**config.mk**
```make
export PLATFORM = sky130hd
export DESIGN_NAME = cache_ctrl
export DESIGN_NICKNAME = d
export VERILOG_FILES = /design/src/rtl/cache_ctrl.sv
export SDC_FILE = /design/constraint.sdc
export NUM_CORES = 1
export LEC_CHECK = 0
export CAP_MARGIN = 20
export CORE_UTILIZATION = 41
export CTS_CLUSTER_DIAMETER = 200
export DETAILED_ROUTE_END_ITERATION = 16
export PLACE_DENSITY = 0.93
export SETUP_SLACK_MARGIN = 0.1
export SLEW_MARGIN = 15
export SYNTH_ARGS = -nofsm -noshare
export SYNTH_HDL_FRONTEND = slang
export SYNTH_SLANG_ARGS = --single-unit
```
**constraint.sdc**
```tcl
create_clock -name clk -period 5.7 [get_ports clk]
set_input_delay 1.14 -clock clk [delete_from_list [all_inputs] [get_ports clk]]
set_output_delay 1.14 -clock clk [all_outputs]
set_load 0.05 [all_outputs]
```
**src/rtl/cache_ctrl.sv**
```systemverilog
// Direct-mapped cache controller: single-cycle hits, dirty-victim writeback,
// four-word line fill from a fixed-latency memory, then replay of the access.
module cache_ctrl #(
    parameter int MEM_LAT = 2,
    parameter int WORDS   = 4
) (
    input  logic        clk,
    input  logic        rst,
    input  logic        Rd,
    input  logic        Wr,
    input  logic [15:0] Addr,
    input  logic [15:0] DataIn,
    output logic [15:0] DataOut,
    output logic        Done,
    output logic        Stall,
    output logic        CacheHit,
    output logic        Err,
    output logic        c_enable,
    output logic        c_comp,
    output logic        c_write,
    output logic        c_valid_in,
    output logic [4:0]  c_tag_in,
    output logic [7:0]  c_index,
    output logic [2:0]  c_offset,
    output logic [15:0] c_data_in,
    input  logic        c_hit,
    input  logic        c_dirty,
    input  logic        c_valid,
    input  logic [4:0]  c_tag_out,
    input  logic [15:0] c_data_out,
    output logic [15:0] m_addr,
    output logic [15:0] m_data_in,
    output logic        m_wr,
    output logic        m_rd,
    input  logic        m_stall,
    input  logic [15:0] m_data_out
);

    // state  | meaning
    // IDLE   | accept CPU access, serve hits in the same cycle
    // WB     | write the dirty victim line back, one word per accepted request
    // RDREQ  | issue the four line-fill reads
    // RDWAIT | drain outstanding fill returns into the cache
    // REDO   | replay the latched access against the filled line
    typedef enum logic [2:0] {
        IDLE   = 3'd0,
        WB     = 3'd1,
        RDREQ  = 3'd2,
        RDWAIT = 3'd3,
        REDO   = 3'd4
    } state_t;

    state_t state, state_nxt;

    logic [15:0] lat_addr, lat_data;
    logic        lat_wr;
    logic [1:0]  wcnt, rcnt, fcnt;
    logic [MEM_LAT-1:0]      pv;
    logic [MEM_LAT-1:0][1:0] po;

    logic start_miss, wb_acc, rd_acc, fill_wr;

    assign fill_wr = !rst && pv[MEM_LAT-1] && (state == RDREQ || state == RDWAIT);

    always_ff @(posedge clk) begin
        if (rst) begin
            state    <= IDLE;
            lat_addr <= '0;
            lat_data <= '0;
            lat_wr   <= 1'b0;
            wcnt     <= '0;
            rcnt     <= '0;
            fcnt     <= '0;
            pv       <= '0;
            po       <= '0;
        end else begin
            state <= state_nxt;
            if (start_miss) begin
                lat_addr <= Addr;
                lat_data <= DataIn;
                lat_wr   <= Wr;
                wcnt     <= '0;
                rcnt     <= '0;
                fcnt     <= '0;
            end
            if (wb_acc)
                wcnt <= wcnt + 2'd1;
            if (rd_acc)
                rcnt <= rcnt + 2'd1;
            if (fill_wr)
                fcnt <= fcnt + 2'd1;
            // return pipeline tracks which word arrives MEM_LAT cycles after each accepted read
            pv[0] <= rd_acc;
            po[0] <= rcnt;
            for (int i = 1; i < MEM_LAT; i++) begin
                pv[i] <= pv[i-1];
                po[i] <= po[i-1];
            end
        end
    end

    // Cache port drive; kept apart from the status decode so it never depends on cache outputs.
    always_comb begin
        c_enable   = 1'b0;
        c_comp     = 1'b0;
        c_write    = 1'b0;
        c_valid_in = 1'b0;
        c_tag_in   = lat_addr[15:11];
        c_index    = lat_addr[10:3];
        c_offset   = lat_addr[2:0];
        c_data_in  = lat_data;
        if (fill_wr) begin
            c_enable   = 1'b1;
            c_write    = 1'b1;
            c_valid_in = 1'b1;
            c_offset   = {po[MEM_LAT-1], 1'b0};
            c_data_in  = m_data_out;
        end else if (!rst) begin
            case (state)
                IDLE: begin
                    if (Rd ^ Wr) begin
                        c_enable  = 1'b1;
                        c_comp    = 1'b1;
                        c_write   = Wr;
                        c_tag_in  = Addr[15:11];
                        c_index   = Addr[10:3];
                        c_offset  = Addr[2:0];
                        c_data_in = DataIn;
                    end
                end
                WB: begin
                    c_enable = 1'b1;
                    c_offset = {wcnt, 1'b0};
                end
                REDO: begin
                    c_enable = 1'b1;
                    c_comp   = 1'b1;
                    c_write  = lat_wr;
                end
                default: ;
            endcase
        end
    end

    always_comb begin
        state_nxt  = state;
        DataOut    = '0;
        Done       = 1'b0;
        Stall      = 1'b0;
        CacheHit   = 1'b0;
        Err        = 1'b0;
        m_addr     = '0;
        m_data_in  = '0;
        m_wr       = 1'b0;
        m_rd       = 1'b0;
        start_miss = 1'b0;
        wb_acc     = 1'b0;
        rd_acc     = 1'b0;
        if (!rst) begin
            case (state)
                IDLE: begin
                    if (Rd && Wr) begin
                        Err = 1'b1;
                    end else if (Rd ^ Wr) begin
                        if (c_hit && c_valid) begin
                            Done     = 1'b1;
                            CacheHit = 1'b1;
                            DataOut  = c_data_out;
                        end else begin
                            start_miss = 1'b1;
                            state_nxt  = (c_valid && c_dirty) ? WB : RDREQ;
                        end
                    end
                end
                WB: begin
                    Stall     = 1'b1;
                    m_wr      = 1'b1;
                    m_addr    = {c_tag_out, lat_addr[10:3], wcnt, 1'b0};
                    m_data_in = c_data_out;
                    wb_acc    = !m_stall;
                    if (!m_stall && wcnt == 2'(WORDS-1))
                        state_nxt = RDREQ;
                end
                RDREQ: begin
                    Stall  = 1'b1;
                    m_rd   = 1'b1;
                    m_addr = {lat_addr[15:3], rcnt, 1'b0};
                    rd_acc = !m_stall;
                    if (!m_stall && rcnt == 2'(WORDS-1))
                        state_nxt = RDWAIT;
                end
                RDWAIT: begin
                    Stall = 1'b1;
                    if (fill_wr && fcnt == 2'(WORDS-1))
                        state_nxt = REDO;
                end
                REDO: begin
                    Done      = 1'b1;
                    DataOut   = lat_wr ? 16'h0 : c_data_out;
                    state_nxt = IDLE;
                end
                default: state_nxt = IDLE;
            endcase
        end
    end

endmodule

```
==> results of run 1 <==
-- per-stage QoR --
stage / hold slack, ns / util
after floorplan: 0.414 / -
after global placement: 0.423 / 0.671
after detailed placement: 0.449 / 0.673
after CTS: 0.456 / 0.689
after global routing: 0.469 / 0.689
final: 0.445 / 0.689
-- report_power, final --
part           total, mW  switching (mW)  internal, mW
sequential         0.409          0.0412         0.367
clock              0.241           0.111         0.130
combinational      0.767           0.473         0.294
total               1.42           0.625         0.792
-- kinds of logic (layout without fill, tap and decap cells) --
| family | Yosys count | in the layout | synth area share |
|---|---|---|---|
| AO/OA/AOI/OAI | 81 | 81 | 0.163 |
| adder cells (fa/ha/maj) | 5 | 5 | 0.0218 |
| buffers and inverters | 34 | 186 | 0.0588 |
| flip-flops | 48 | 48 | 0.335 |
| multiplexers | 32 | 32 | 0.117 |
| other | 1 | 1 | 0.00131 |
| AND/OR/NAND/NOR | 174 | 174 | 0.303 |
-- worst max-delay path: stages --
cell and delay, ns:
sky130_fd_sc_hd__clkdlybuf4s50_1 0.50, sky130_fd_sc_hd__inv_1 0.05, sky130_fd_sc_hd__ha_1 0.35, sky130_fd_sc_hd__inv_1 0.11, sky130_fd_sc_hd__and2_2 0.41, sky130_fd_sc_hd__buf_12 0.24, sky130_fd_sc_hd__mux2i_1 0.08, sky130_fd_sc_hd__o21ai_0 0.18
sky130_fd_sc_hd__clkdlybuf4s50_1 0.85
-- area by class of cell --
| class | instances | area [sq um] |
|---|---|---|
| fillers | 556 | 2110 |
| multi-input cells | 293 | 1750 |
| repair buffers | 172 | 1720 |
| flip-flops and latches | 48 | 961 |
| well taps | 96 | 120 |
| clock buffers | 6 | 72.6 |
| clock inverters | 2 | 35.0 |
| inverters | 6 | 22.5 |
-- registers in the layout, summed over array words and instances (netlist names) --
signal and cells:
pv 2, fcnt 2, po 4, lat_addr 16, state 3, rcnt 2
wcnt 2, lat_data 16, lat_wr 1
-- final timing paths --
| check | startpoint | endpoint | slack [ns] | cells after the start |
|---|---|---|---|---|
| hold / removal | pv[0] | pv[1] | 0.45 | 1 |
| setup / recovery | Rd | c_data_in[3] | 0.64 | 9 |
| setup reg to reg | state[2] | lat_data[15] | 3.48 | 5 |
| hold reg to reg | pv[0] | pv[1] | 0.45 | 1 |
-- cells in the final DEF (no fill, tap or decap), types with 2 or more instances in the layout --
cell                              instances
sky130_fd_sc_hd__a21oi_1                 40
sky130_fd_sc_hd__a22o_1                   7
sky130_fd_sc_hd__a22oi_1                  4
sky130_fd_sc_hd__and2_1                  42
sky130_fd_sc_hd__buf_4                    5
sky130_fd_sc_hd__clkbuf_8                 5
sky130_fd_sc_hd__clkdlybuf4s50_1        164
sky130_fd_sc_hd__dfxtp_1                 48
sky130_fd_sc_hd__ha_1                     5
sky130_fd_sc_hd__inv_1                    6
sky130_fd_sc_hd__mux2_2                  13
sky130_fd_sc_hd__mux2i_1                 19
sky130_fd_sc_hd__nand2_1                 92
sky130_fd_sc_hd__nand2b_1                 7
sky130_fd_sc_hd__nand3_1                  8
sky130_fd_sc_hd__nor2_1                   4
sky130_fd_sc_hd__nor2b_1                  7
sky130_fd_sc_hd__nor3_1                   2
sky130_fd_sc_hd__o21ai_0                 17
sky130_fd_sc_hd__o21ai_1                  7
sky130_fd_sc_hd__or3_1                    3
-- layer usage --
| layer | vias to the layer above | wire, um | global-route usage |
|---|---|---|---|
| li1 | 1562 | - | - |
| met1 | 1465 | 3740 | 0.289 |
| met2 | 95 | 4450 | 0.426 |
| met3 | 8 | 500 | 0.0520 |
| met4 | 0 | 93 | 0.0682 |
| met5 | - | 0 | 0 |
==> impl_metrics.prom, run 1 <==
# TYPE chip_impl_metric gauge
chip_impl_info{name="status",value="complete, no violations"} 1
chip_impl_metric{name="final-setup-viol-count",unit=""} 0
chip_impl_metric{name="floorplan.die.width",unit="um"} 85.7
chip_impl_metric{name="port_buffers",unit=""} 165
chip_impl_metric{name="fin_crit_sh",unit=""} 0.888
chip_impl_metric{name="antenna_violations_before_repair",unit=""} 0
chip_impl_metric{name="overall_routing_resource_usage",unit=""} 0.239
chip_impl_metric{name="worst_skew_pair.late_latency",unit="ns"} 0.30
chip_impl_metric{name="grt_start_max_net_pins",unit=""} 50
chip_impl_metric{name="report.power.total",unit="mW"} 1.42
chip_impl_metric{name="instances_no_fill",unit=""} 623
chip_impl_metric{name="synthToLayoutAreaGrowth",unit="%"} 63.1
chip_impl_metric{name="cts_inserted_buffers",unit=""} 5
chip_impl_info{name="ys_top_cells_by_area",value="sky130_fd_sc_hd__dfxtp_1, sky130_fd_sc_hd__nand2_1, sky130_fd_sc_hd__and2_1"} 1
chip_impl_metric{name="die_h",unit="um"} 85.7
chip_impl_metric{name="max-slew-margin-rel",unit=""} 0.554
chip_impl_metric{name="count_of_vias_placed_by_the_detailed_router",unit=""} 3130
chip_impl_metric{name="grt_remaining_overflow",unit=""} 0
chip_impl_info{name="hold_path_class",value="reg -> reg"} 1
chip_impl_metric{name="fraction_of_layout_instances_using_a_drive_strength_above_1",unit=""} 0.0645
chip_impl_metric{name="die_area",unit="sq um"} 7340
chip_impl_metric{name="ys_seq_area_frac",unit=""} 0.335
chip_impl_metric{name="totalNegativeSetupSlack",unit="ns"} 0
chip_impl_metric{name="syn-mean-instance-area",unit="sq um"} 7.66
chip_impl_metric{name="timing_worst_slew_pin_value",unit="ns"} 0.667
chip_impl_info{name="yosys.area.top_type",value="sky130_fd_sc_hd__dfxtp_1"} 1
chip_impl_metric{name="yosysTopAreaCellShare",unit=""} 0.335
chip_impl_info{name="rsz0062_at_grt",value="false"} 1
chip_impl_info{name="path_class",value="in -> out"} 1
chip_impl_info{name="critical_path.endpoint_type",value="output port"} 1
chip_impl_metric{name="cp_data_arrival_time",unit="ns"} 3.92
chip_impl_metric{name="postCtsHoldBufs",unit=""} 0
chip_impl_metric{name="wire_length_of_the_first_global_routing_pass",unit="mm"} 14.1
chip_impl_metric{name="post_cts_buffers",unit=""} 0
chip_impl_metric{name="power_leakage",unit="nW"} 1.69
chip_impl_metric{name="yosys_register_bits",unit=""} 48
chip_impl_metric{name="crit_path_max_fanout",unit=""} 19
chip_impl_info{name="clock-root-buffer",value="sky130_fd_sc_hd__clkbuf_8"} 1
chip_impl_metric{name="dp_hpwl",unit="mm"} 6.52
chip_impl_metric{name="synth_fp_nets",unit=""} 457
chip_impl_metric{name="finalHoldViolations",unit=""} 0
chip_impl_metric{name="finish.net_count",unit=""} 608
chip_impl_metric{name="netlist_instances",unit=""} 375
chip_impl_metric{name="max_cap_viol_count",unit=""} 0
chip_impl_metric{name="placed_area",unit="sq um"} 4570
chip_impl_metric{name="worst-endpoint-required",unit="ns"} 4.56
chip_impl_metric{name="placedCellCount",unit=""} 615
chip_impl_info{name="synth_top_flop_cell",value="sky130_fd_sc_hd__dfxtp_1"} 1
chip_impl_metric{name="htreeDepth",unit=""} 2
chip_impl_metric{name="initial_core_util",unit=""} 0.423
chip_impl_metric{name="firstDrtPassIters",unit=""} 4
chip_impl_metric{name="yosysUniqueCellTypes",unit=""} 36
chip_impl_info{name="tritoncts",value="yes"} 1
chip_impl_metric{name="detail_route.iter0.violations",unit=""} 221
chip_impl_metric{name="placement.setup.worst_slack",unit="ns"} 0.648
chip_impl_metric{name="coreArea",unit="sq um"} 6790
chip_impl_metric{name="number_of_placement_rows",unit=""} 30
chip_impl_metric{name="achievable-frequency",unit="GHz"} 0.198
chip_impl_metric{name="route.final.wire_length",unit="mm"} 8.78
chip_impl_metric{name="wl_per_cell",unit="um"} 14.1
chip_impl_metric{name="synth-edff-count",unit=""} 0
chip_impl_metric{name="antenna-diode-count",unit=""} 0
chip_impl_metric{name="ys.warnings.count",unit=""} 0
chip_impl_info{name="critical_path.startpoint_type",value="primary input"} 1
chip_impl_metric{name="clk_pin_slew_worst_paths",unit="ns"} 0.10
chip_impl_metric{name="cts_resized",unit=""} 0
chip_impl_info{name="post-synth-top-count-cell",value="sky130_fd_sc_hd__nand2_1"} 1
chip_impl_info{name="synth.top_cells.by_count",value="sky130_fd_sc_hd__nand2_1, sky130_fd_sc_hd__dfxtp_1, sky130_fd_sc_hd__and2_1"} 1
chip_impl_metric{name="via_to_cell_ratio",unit=""} 5.02
chip_impl_metric{name="cts.sinks",unit=""} 48
chip_impl_metric{name="netlist_area_pre_place",unit="sq um"} 2870
chip_impl_metric{name="slew_violations",unit=""} 0
chip_impl_metric{name="finalClockSkew",unit="ns"} 0.0158
chip_impl_metric{name="vdd_ir_drop_max",unit="uV"} 180
chip_impl_metric{name="grt_pass1_vias",unit=""} 2975
chip_impl_metric{name="cellPowerDensity",unit="nW/um^2"} 303
chip_impl_metric{name="async_reset_ff_frac",unit=""} 0
chip_impl_metric{name="floorplan.io_pins",unit=""} 167
chip_impl_metric{name="place.gp.congestion",unit=""} 0.799
chip_impl_metric{name="layout_setup_ws",unit="ns"} 0.640
chip_impl_metric{name="drc_viols",unit=""} 0
chip_impl_metric{name="stdcell_area",unit="sq um"} 4680
chip_impl_metric{name="cts_buffer_depth",unit=""} 2
chip_impl_metric{name="fin_crit",unit="ns"} 5.06
chip_impl_metric{name="ant_nets",unit=""} 0
Note: power is estimated with default switching activity, not from simulation.
==> run 2, diff against run 1 <==
- CTS_CLUSTER_DIAMETER: 200 -> 120
==> results of run 2 <==
Final layout, timing and power as in run 1 (identical DEF).
